$ cat src/rtl/pcileech_vmd_msix_irq_gen_pkg.sv
// pcileech_msix_pkg: shared types, TLP constants and helpers for the VMD MSI-X interrupt generator.
package pcileech_msix_pkg;

   localparam logic [31:0] MWR32_DW0     = 32'h4000_0001;
   localparam logic [31:0] MWR64_DW0     = 32'h6000_0001;
   localparam logic [7:0]  FIRST_BE_FULL = 8'h0F;

   typedef struct packed {
      logic [31:0] addr_lo;
      logic [31:0] addr_hi;
      logic [31:0] data;
      logic        mask;
   } msix_entry_t;

   typedef enum logic [2:0] {
      ST_IDLE,
      ST_SELECT,
      ST_BEAT3DW,
      ST_BEAT4DW_0,
      ST_BEAT4DW_1
   } msix_state_t;

   function automatic logic [31:0] be_merge(input logic [31:0] old_w, input logic [31:0] new_w,
                                            input logic [3:0] be);
      return {be[3] ? new_w[31:24] : old_w[31:24],
              be[2] ? new_w[23:16] : old_w[23:16],
              be[1] ? new_w[15:8]  : old_w[15:8],
              be[0] ? new_w[7:0]   : old_w[7:0]};
   endfunction

endpackage

$ cat src/rtl/pcileech_vmd_msix_irq_gen_if.sv
// pcileech_vmd_msix_irq_gen_if: bundle of the table/PBA access, interrupt request and TX TLP stream signals.
// master = VMD BAR / TX mux side, slave = interrupt generator.
interface pcileech_vmd_msix_irq_gen_if #(
   parameter int VECTORS = 8
);
   localparam int AW = $clog2(VECTORS) + 2;

   logic [15:0]        pcie_id;
   logic               msix_enable;
   logic               msix_func_mask;
   logic [VECTORS-1:0] irq_req;
   logic               tbl_wr_valid;
   logic [AW-1:0]      tbl_addr;
   logic [31:0]        tbl_wr_data;
   logic [3:0]         tbl_wr_be;
   logic [31:0]        tbl_rd_data;
   logic [31:0]        pba_rd_data;
   logic [127:0]       tx_tdata;
   logic [3:0]         tx_tkeepdw;
   logic               tx_tvalid;
   logic               tx_tlast;
   logic               tx_tready;
   logic [15:0]        irq_sent_cnt;
   logic [15:0]        irq_err_cnt;

   modport master (
      output pcie_id, msix_enable, msix_func_mask, irq_req,
             tbl_wr_valid, tbl_addr, tbl_wr_data, tbl_wr_be, tx_tready,
      input  tbl_rd_data, pba_rd_data, tx_tdata, tx_tkeepdw, tx_tvalid, tx_tlast,
             irq_sent_cnt, irq_err_cnt
   );

   modport slave (
      input  pcie_id, msix_enable, msix_func_mask, irq_req,
             tbl_wr_valid, tbl_addr, tbl_wr_data, tbl_wr_be, tx_tready,
      output tbl_rd_data, pba_rd_data, tx_tdata, tx_tkeepdw, tx_tvalid, tx_tlast,
             irq_sent_cnt, irq_err_cnt
   );

endinterface

$ cat src/rtl/pcileech_vmd_msix_irq_gen_rr_arbiter.sv
// pcileech_msix_rr_arbiter: combinational round-robin pick starting at i_last+1.
// i_req: request vector, i_last: previously granted index, o_grant: picked index, o_valid: any request.
module pcileech_msix_rr_arbiter #(
   parameter int VECTORS = 8,
   localparam int IW = (VECTORS > 1) ? $clog2(VECTORS) : 1
)(
   input  logic [VECTORS-1:0] i_req,
   input  logic [IW-1:0]      i_last,
   output logic [IW-1:0]      o_grant,
   output logic               o_valid
);
   localparam int N = 1 << IW;

   logic [N-1:0] w_req;

   assign w_req   = N'(i_req);
   assign o_valid = |i_req;

   // Scan from the farthest offset down so the nearest requester after i_last wins.
   always_comb begin
      o_grant = i_last;
      for (int i = N; i >= 1; i--)
         if (w_req[i_last + IW'(i)]) o_grant = i_last + IW'(i);
   end

endmodule

$ cat src/rtl/pcileech_vmd_msix_irq_gen.sv
// pcileech_vmd_msix_irq_gen: MSI-X vector table, PBA and posted MWr TLP generator for the VMD BAR path.
// clk_pcie/rst: PCIe user clock, sync active-high reset.
// bus (slave): table write/read, PBA read, irq_req pulses, 128-bit TX TLP stream, sent/error counters.
// Optional PCILEECH_MSIX_RATE_LIMIT_EN adds RATE_GAP idle cycles after each completed TLP.
module pcileech_vmd_msix_irq_gen
   import pcileech_msix_pkg::*;
#(
   parameter int         VECTORS  = 8,
   parameter logic [7:0] TAG_INIT = 8'h00
`ifdef PCILEECH_MSIX_RATE_LIMIT_EN
   , parameter int       RATE_GAP = 64
`endif
)(
   input logic                         clk_pcie,
   input logic                         rst,
   pcileech_vmd_msix_irq_gen_if.slave  bus
);
   localparam int IW = (VECTORS > 1) ? $clog2(VECTORS) : 1;

   msix_entry_t        r_tbl [VECTORS];
   msix_state_t        r_state;
   logic [VECTORS-1:0] r_pba;
   logic [IW-1:0]      r_last;
   logic [IW-1:0]      r_vec;
   logic [31:0]        r_data;
   logic [31:0]        r_rd;
   logic [7:0]         r_tag;
   logic [15:0]        r_sent;
   logic [15:0]        r_err;
   logic [127:0]       r_tdata;
   logic [3:0]         r_keep;
   logic               r_tvalid;
   logic               r_tlast;

   msix_entry_t        w_cur;
   msix_entry_t        w_wr;
   msix_entry_t        w_pick;
   logic [VECTORS-1:0] w_mask;
   logic [VECTORS-1:0] w_elig;
   logic [VECTORS-1:0] w_clr;
   logic [IW-1:0]      w_ent;
   logic [IW-1:0]      w_grant;
   logic [1:0]         w_word;
   logic [31:0]        w_hdr;
   logic               w_gvalid;
   logic               w_done;
   logic               w_bad;
   logic               w_go;

   assign w_ent  = IW'(bus.tbl_addr >> 2);
   assign w_word = bus.tbl_addr[1:0];
   assign w_cur  = r_tbl[w_ent];
   assign w_pick = r_tbl[w_grant];
   assign w_hdr  = {bus.pcie_id, r_tag, FIRST_BE_FULL};
   assign w_done = r_tvalid & r_tlast & bus.tx_tready;
   assign w_bad  = (r_state == ST_SELECT) & w_gvalid & (w_pick.addr_lo[1:0] != 2'b00);
   assign w_clr  = (w_done ? VECTORS'(1) << r_vec : '0) | (w_bad ? VECTORS'(1) << w_grant : '0);
   assign w_elig = r_pba & ~w_mask & {VECTORS{bus.msix_enable & ~bus.msix_func_mask}};

   always_comb begin
      w_mask = '0;
      for (int v = 0; v < VECTORS; v++) w_mask[v] = r_tbl[v].mask;
   end

   // Byte-enable merge into the addressed word; only bit0 of vector control exists.
   always_comb begin
      w_wr         = w_cur;
      w_wr.addr_lo = (w_word == 2'd0) ? be_merge(w_cur.addr_lo, bus.tbl_wr_data, bus.tbl_wr_be) : w_cur.addr_lo;
      w_wr.addr_hi = (w_word == 2'd1) ? be_merge(w_cur.addr_hi, bus.tbl_wr_data, bus.tbl_wr_be) : w_cur.addr_hi;
      w_wr.data    = (w_word == 2'd2) ? be_merge(w_cur.data, bus.tbl_wr_data, bus.tbl_wr_be) : w_cur.data;
      w_wr.mask    = (w_word == 2'd3 && bus.tbl_wr_be[0]) ? bus.tbl_wr_data[0] : w_cur.mask;
   end

   pcileech_msix_rr_arbiter #(.VECTORS(VECTORS)) u_arb (
      .i_req   (w_elig),
      .i_last  (r_last),
      .o_grant (w_grant),
      .o_valid (w_gvalid)
   );

`ifdef PCILEECH_MSIX_RATE_LIMIT_EN
   logic [15:0] r_gap;
   always_ff @(posedge clk_pcie) begin
      if (rst) r_gap <= '0;
      else     r_gap <= w_done ? 16'(RATE_GAP) : (r_gap != 16'd0) ? r_gap - 16'd1 : r_gap;
   end
   assign w_go = (r_gap == 16'd0);
`else
   assign w_go = 1'b1;
`endif

   // Table and PBA. A request landing with its own clear wins, so the vector is re-sent.
   always_ff @(posedge clk_pcie) begin
      if (rst) begin
         for (int i = 0; i < VECTORS; i++)
            r_tbl[i] <= '{addr_lo: 32'h0, addr_hi: 32'h0, data: 32'h0, mask: 1'b1};
         r_pba <= '0;
         r_rd  <= '0;
      end else begin
         r_pba <= (r_pba & ~w_clr) | bus.irq_req;
         if (bus.tbl_wr_valid) r_tbl[w_ent] <= w_wr;
         r_rd  <= (w_word == 2'd0) ? w_cur.addr_lo :
                  (w_word == 2'd1) ? w_cur.addr_hi :
                  (w_word == 2'd2) ? w_cur.data    : {31'h0, w_cur.mask};
      end
   end

   // TLP FSM. Beat contents are captured in SELECT so later table writes or
   // mask/enable changes cannot disturb a packet already on the stream.
   always_ff @(posedge clk_pcie) begin
      if (rst) begin
         r_state  <= ST_IDLE;
         r_tvalid <= 1'b0;
         r_tlast  <= 1'b0;
         r_tdata  <= '0;
         r_keep   <= '0;
         r_tag    <= TAG_INIT;
         r_sent   <= '0;
         r_err    <= '0;
         r_last   <= IW'(VECTORS - 1);
         r_vec    <= '0;
         r_data   <= '0;
      end else begin
         case (r_state)
            ST_IDLE: if (|w_elig && w_go) r_state <= ST_SELECT;
            ST_SELECT: begin
               if (!w_gvalid) r_state <= ST_IDLE;
               else if (w_bad) begin
                  r_err   <= r_err + {15'h0, ~&r_err};
                  r_state <= ST_IDLE;
               end else begin
                  r_vec    <= w_grant;
                  r_data   <= w_pick.data;
                  r_tvalid <= 1'b1;
                  r_keep   <= 4'hF;
                  if (w_pick.addr_hi == 32'h0) begin
                     r_state <= ST_BEAT3DW;
                     r_tlast <= 1'b1;
                     r_tdata <= {w_pick.data, w_pick.addr_lo[31:2], 2'b00, w_hdr, MWR32_DW0};
                  end else begin
                     r_state <= ST_BEAT4DW_0;
                     r_tlast <= 1'b0;
                     r_tdata <= {w_pick.addr_lo, w_pick.addr_hi, w_hdr, MWR64_DW0};
                  end
               end
            end
            ST_BEAT4DW_0: if (bus.tx_tready) begin
               r_state <= ST_BEAT4DW_1;
               r_tdata <= {96'h0, r_data};
               r_keep  <= 4'h1;
               r_tlast <= 1'b1;
            end
            ST_BEAT3DW, ST_BEAT4DW_1: if (w_done) begin
               r_state  <= ST_IDLE;
               r_tvalid <= 1'b0;
               r_tlast  <= 1'b0;
               r_tdata  <= '0;
               r_keep   <= '0;
               r_tag    <= r_tag + 8'd1;
               r_sent   <= r_sent + {15'h0, ~&r_sent};
               r_last   <= r_vec;
            end
            default: r_state <= ST_IDLE;
         endcase
      end
   end

   assign bus.tbl_rd_data  = r_rd;
   assign bus.pba_rd_data  = 32'(r_pba);
   assign bus.tx_tdata     = r_tdata;
   assign bus.tx_tkeepdw   = r_keep;
   assign bus.tx_tvalid    = r_tvalid;
   assign bus.tx_tlast     = r_tlast;
   assign bus.irq_sent_cnt = r_sent;
   assign bus.irq_err_cnt  = r_err;

endmodule

$ cat src/flat_wrapper.sv
// flat-port wrapper written by rule: the top's interface ports become plain ports
module pcileech_vmd_msix_irq_gen_flat import pcileech_msix_pkg::*;
#(
   parameter int         VECTORS  = 8,
   parameter logic [7:0] TAG_INIT = 8'h00

)
  (clk_pcie, rst, bus_pcie_id, bus_msix_enable, bus_msix_func_mask, bus_irq_req, bus_tbl_wr_valid, bus_tbl_addr, bus_tbl_wr_data, bus_tbl_wr_be, bus_tx_tready, bus_tbl_rd_data, bus_pba_rd_data, bus_tx_tdata, bus_tx_tkeepdw, bus_tx_tvalid, bus_tx_tlast, bus_irq_sent_cnt, bus_irq_err_cnt);
  pcileech_vmd_msix_irq_gen_if #(.VECTORS(VECTORS)) bus_i ();
  input logic clk_pcie;
  input logic rst;
  input wire logic [$bits(bus_i.pcie_id)-1:0] bus_pcie_id;
  input wire logic [$bits(bus_i.msix_enable)-1:0] bus_msix_enable;
  input wire logic [$bits(bus_i.msix_func_mask)-1:0] bus_msix_func_mask;
  input wire logic [$bits(bus_i.irq_req)-1:0] bus_irq_req;
  input wire logic [$bits(bus_i.tbl_wr_valid)-1:0] bus_tbl_wr_valid;
  input wire logic [$bits(bus_i.tbl_addr)-1:0] bus_tbl_addr;
  input wire logic [$bits(bus_i.tbl_wr_data)-1:0] bus_tbl_wr_data;
  input wire logic [$bits(bus_i.tbl_wr_be)-1:0] bus_tbl_wr_be;
  input wire logic [$bits(bus_i.tx_tready)-1:0] bus_tx_tready;
  output wire logic [$bits(bus_i.tbl_rd_data)-1:0] bus_tbl_rd_data;
  output wire logic [$bits(bus_i.pba_rd_data)-1:0] bus_pba_rd_data;
  output wire logic [$bits(bus_i.tx_tdata)-1:0] bus_tx_tdata;
  output wire logic [$bits(bus_i.tx_tkeepdw)-1:0] bus_tx_tkeepdw;
  output wire logic [$bits(bus_i.tx_tvalid)-1:0] bus_tx_tvalid;
  output wire logic [$bits(bus_i.tx_tlast)-1:0] bus_tx_tlast;
  output wire logic [$bits(bus_i.irq_sent_cnt)-1:0] bus_irq_sent_cnt;
  output wire logic [$bits(bus_i.irq_err_cnt)-1:0] bus_irq_err_cnt;
  assign bus_i.pcie_id = bus_pcie_id;
  assign bus_i.msix_enable = bus_msix_enable;
  assign bus_i.msix_func_mask = bus_msix_func_mask;
  assign bus_i.irq_req = bus_irq_req;
  assign bus_i.tbl_wr_valid = bus_tbl_wr_valid;
  assign bus_i.tbl_addr = bus_tbl_addr;
  assign bus_i.tbl_wr_data = bus_tbl_wr_data;
  assign bus_i.tbl_wr_be = bus_tbl_wr_be;
  assign bus_i.tx_tready = bus_tx_tready;
  assign bus_tbl_rd_data = bus_i.tbl_rd_data;
  assign bus_pba_rd_data = bus_i.pba_rd_data;
  assign bus_tx_tdata = bus_i.tx_tdata;
  assign bus_tx_tkeepdw = bus_i.tx_tkeepdw;
  assign bus_tx_tvalid = bus_i.tx_tvalid;
  assign bus_tx_tlast = bus_i.tx_tlast;
  assign bus_irq_sent_cnt = bus_i.irq_sent_cnt;
  assign bus_irq_err_cnt = bus_i.irq_err_cnt;
  pcileech_vmd_msix_irq_gen #(.VECTORS(VECTORS), .TAG_INIT(TAG_INIT)) u_core (.clk_pcie(clk_pcie), .rst(rst), .bus(bus_i));
endmodule
$ cat config.mk
export PLATFORM = sky130hd
export DESIGN_NAME = pcileech_vmd_msix_irq_gen_flat
export DESIGN_NICKNAME = d
export VERILOG_FILES = /design/src/rtl/pcileech_vmd_msix_irq_gen_pkg.sv /design/src/rtl/pcileech_vmd_msix_irq_gen_if.sv /design/src/rtl/pcileech_vmd_msix_irq_gen_rr_arbiter.sv /design/src/rtl/pcileech_vmd_msix_irq_gen.sv /design/src/flat_wrapper.sv
export SDC_FILE = /design/constraint.sdc
export NUM_CORES = 2
export LEC_CHECK = 0
export BUFFER_PORTS_ARGS = -buffer_cell sky130_fd_sc_hd__clkbuf_2
export CORE_UTILIZATION = 40
export DETAILED_ROUTE_END_ITERATION = 10
export HOLD_SLACK_MARGIN = 0.06
export PLACE_DENSITY = 0.54
export SLEW_MARGIN = 20
export SYNTH_ARGS = -nofsm -noshare
export SYNTH_HDL_FRONTEND = slang
export SYNTH_SLANG_ARGS = --single-unit
$ cat constraint.sdc
create_clock -name clk_pcie -period 9.5 [get_ports clk_pcie]
set_clock_uncertainty 0.2 [all_clocks]
set_input_delay 0.95 -clock clk_pcie [delete_from_list [all_inputs] [get_ports clk_pcie]]
set_output_delay 0.95 -clock clk_pcie [all_outputs]
set_load 0.02 [all_outputs]
==> impl_metrics.tcl <==
set metrics [dict create \
    cp_data_required_time_ns 9.98 \
    avgSynthCellArea_um2 10.8 \
    grt_max_degree 152 \
    numCtsBuffers 114 \
    maxSlewViolCount 0 \
    core-area_um2 130000 \
    grt_pass1_vias 38800 \
    power_frac_clock 0.426 \
    holdBufCountCts 0 \
    cts_tree "done" \
    regToRegSetupSlack_ns 1.74 \
    drt-initial-drc-count 5365 \
    gp_congestion 0.882 \
    grt_overflow 0 \
    ys_seq_area_frac 0.538 \
    first_pass_iters 6 \
    power.leakage_nw 22.2 \
    cell_internal_pwr_mw 7.75 \
    drc 0 \
    post-synth-top-area-cell "edfxtp_1" \
    rows 132 \
    area_growth_pct 12.4 \
    dpl.hpwl_mm 122 \
    ys.flop_type "edfxtp_1" \
    wirelength_mm 201 \
    fin_tns_setup_ns 0 \
    synth_cells 4876 \
    vdd_drop_max_mv 0.150 \
    grt_usage 0.297 \
    num_vias 41400 \
    htreeDepth 3 \
    cts.path.max_buffers 3 \
    synthTopCellsByArea "edfxtp_1, dfxtp_1, mux4_2" \
    yosys.cell_count.top_type "nor2_1" \
    routed_via_density 6.12 \
    clk_pin_slew_worst_paths_ns 0.06 \
    ant_nets 0 \
    cts_root_buffer "clkbuf_16" \
    final_nets 5009 \
    final_core_util 0.454 \
    die-area_um2 133000 \
    dieHeight_um 364 \
    power_frac_comb 0.092 \
    grt_pass1_wl_mm 284 \
    hold_viol_final 0 \
    n_fill_cell 12200 \
    rsz0062_at_grt "no" \
    io_buffers 272 \
    status "complete, no violations" \
    rr_worst_depth 17 \
    reg2reg_from "u_core.r_last[1]" \
    max_cap_violations 0 \
    cts_resized 0 \
    p_switching_mw 2.72 \
    synthArstFlopShare 0 \
    regArea_um2 28200 \
    endpoint "u_core.bus.tx_tdata[121]" \
    cts_setup_buffers 0 \
    yosysWarnings 0 \
    worst_slew_pin_slew_ns 1.22 \
    clkSinkCount 1021 \
    seqPwrFrac 0.483 \
    timing.final.crit_period_ns 7.76 \
    setup-violations-final 0 \
    finalNonFillerCells 6777 \
    post-route-period-util 0.817 \
    crit_path_end_kind "register" \
    start_util 0.404 \
    antenna_found_initial 5 \
    ys_ff_latch 1021 \
    drive_gt1_frac 0.186 \
    arrival_ns 8.24 \
    insertion_delay_ns 0.77 \
    critical_path.max_fanout 90 \
    timing.fmax_mhz 129 \
    cp-startpoint "u_core.r_last[1]" \
    wl_per_cell_um 29.6 \
    r2r-end "u_core.bus.tx_tdata[121]" \
    dpl.cell_count 6557 \
    min_path_type "input pin to register" \
    synth_area_um2 52500 \
    power_density_nw_per_um2 178 \
    synth-edff-count 776 \
    synth_top_area_frac 0.444 \
    multi_input_area_um2 22500 \
    slew_headroom 0.186 \
    start_kind "register" \
    io_pins 301 \
    swShare 0.259 \
    synth_commonest_cells "nor2_1, edfxtp_1, nand2_1" \
    synth_cell_types 92 \
    crit_type "register to register" \
    die_w_um 364 \
]
[routing by layer]
layer  wire length [um]  vias to the layer above  GRT usage
met1              83100                    20900      0.413
li1                   -                    17800          -
met5                 13                        -          0
met4               8630                        2      0.126
met3              20300                      358     0.0589
met2              88700                     2357      0.449
[sequential cells by signal, indices dropped and copies added, names as in the netlist]
signal	count
u_core.r_state	3
u_core.r_pba	8
u_core.bus.irq_sent_cnt	16
u_core.r_tbl	776
u_core.r_tag	8
u_core.r_data	32
u_core.bus.tx_tvalid	1
u_core.bus.irq_err_cnt	16
u_core.bus.tx_tdata	120
u_core.r_last	3
u_core.bus.tx_tkeepdw	2
u_core.bus.tx_tlast	1
u_core.bus.tbl_rd_data	32
u_core.r_vec	3
[worst min path at each step]
stage	cells past startpoint	slack [ns]	end	startpoint
finish	3	0.19	u_core.r_pba[4]	bus_irq_req[4]
global route	3	0.20	u_core.r_pba[2]	bus_irq_req[2]
CTS	3	0.17	u_core.r_pba[4]	bus_irq_req[4]
detailed placement	2	0.24	u_core.bus.tx_tdata[45]	u_core.bus.tx_tdata[45]
global placement	2	0.24	u_core.bus.tx_tdata[60]	u_core.bus.tx_tdata[60]
floorplan	2	0.25	u_core.bus.tx_tdata[11]	u_core.r_data[11]
[cell families (layout without fill, tap and decap cells)]
family                   Yosys count  in the layout  share of synthesized area
AND/OR/NAND/NOR                 2134           2134                      0.176
flip-flops                      1021           1021                      0.538
AO/OA/AOI/OAI                    678            678                     0.0877
multiplexers                     534            534                      0.151
buffers and inverters            465            593                     0.0394
XOR/XNOR                          36             36                    0.00601
adder cells (fa/ha/maj)            7              7                    0.00167
other                              1             32                  0.0000715
[cell usage in the layout (no fill, tap or decap), drive strengths merged, types with 48 or more instances in the layout]
| master | Yosys | routed |
|---|---|---|
| a21oi | 176 | 176 |
| nand2b | 48 | 48 |
| nor2 | 897 | 897 |
| o21ai | 176 | 176 |
| buf | 174 | 80 |
| mux2 | 51 | 51 |
| and3 | 82 | 82 |
| clkinv | 0 | 53 |
| a211oi | 120 | 120 |
| mux2i | 281 | 281 |
| edfxtp | 776 | 776 |
| nand3 | 281 | 281 |
| dfxtp | 245 | 245 |
| mux4 | 202 | 202 |
| clkbuf | 263 | 421 |
| nand2 | 650 | 650 |
[power by group through the flow]
stage | clock network (mW) | registers (mW) | logic, mW
after global placement | 0 | 5.14 | 0.946
after detailed placement | 0 | 5.14 | 0.947
final | 4.46 | 5.05 | 0.959
after CTS | 4.49 | 5.05 | 0.950
after floorplan | 0 | 5.14 | 0.577
after global routing | 4.65 | 5.07 | 1.01
[worst max-delay path: stages (launching register included)]
cell,delay (ns)
dfxtp_1,0.68
inv_1,0.20
ha_1,0.48
and4b_1,0.29
o41a_1,0.47
mux2_2,0.35
or2_1,0.29
nor3b_2,0.50
o21ai_2,0.10
buf_4,0.27
nand2_8,0.57
buf_4,0.45
mux2i_1,0.13
mux2_2,0.36
nor4_2,0.37
nand4_4,0.88
or4_1,0.80
o221ai_1,0.08
[metrics by stage]
step / hold WS [ns] / power [mW] / setup WS, ns / cell area (um^2)
CTS: 0.166 / 10.5 / 1.68 / 58900
finish: 0.193 / 10.5 / 1.74 / 59000
detailed placement: 0.243 / 6.09 / 1.70 / 55200
global route: 0.205 / 10.7 / 1.43 / 59000
floorplan: 0.247 / 5.72 / 3.35 / 52600
global placement: 0.240 / 6.08 / 1.80 / 55200
[final cells by class]
type,count,area share
Antenna cell,4,0.000170
Clock buffer,152,0.0545
Multi-Input combinational cell,3417,0.382
Sequential cell,1021,0.478
Clock inverter,64,0.00891
Timing Repair Buffer,349,0.0368
Inverter,28,0.00178
Tap cell,1742,0.0370
(Power assumes the default switching activity.)
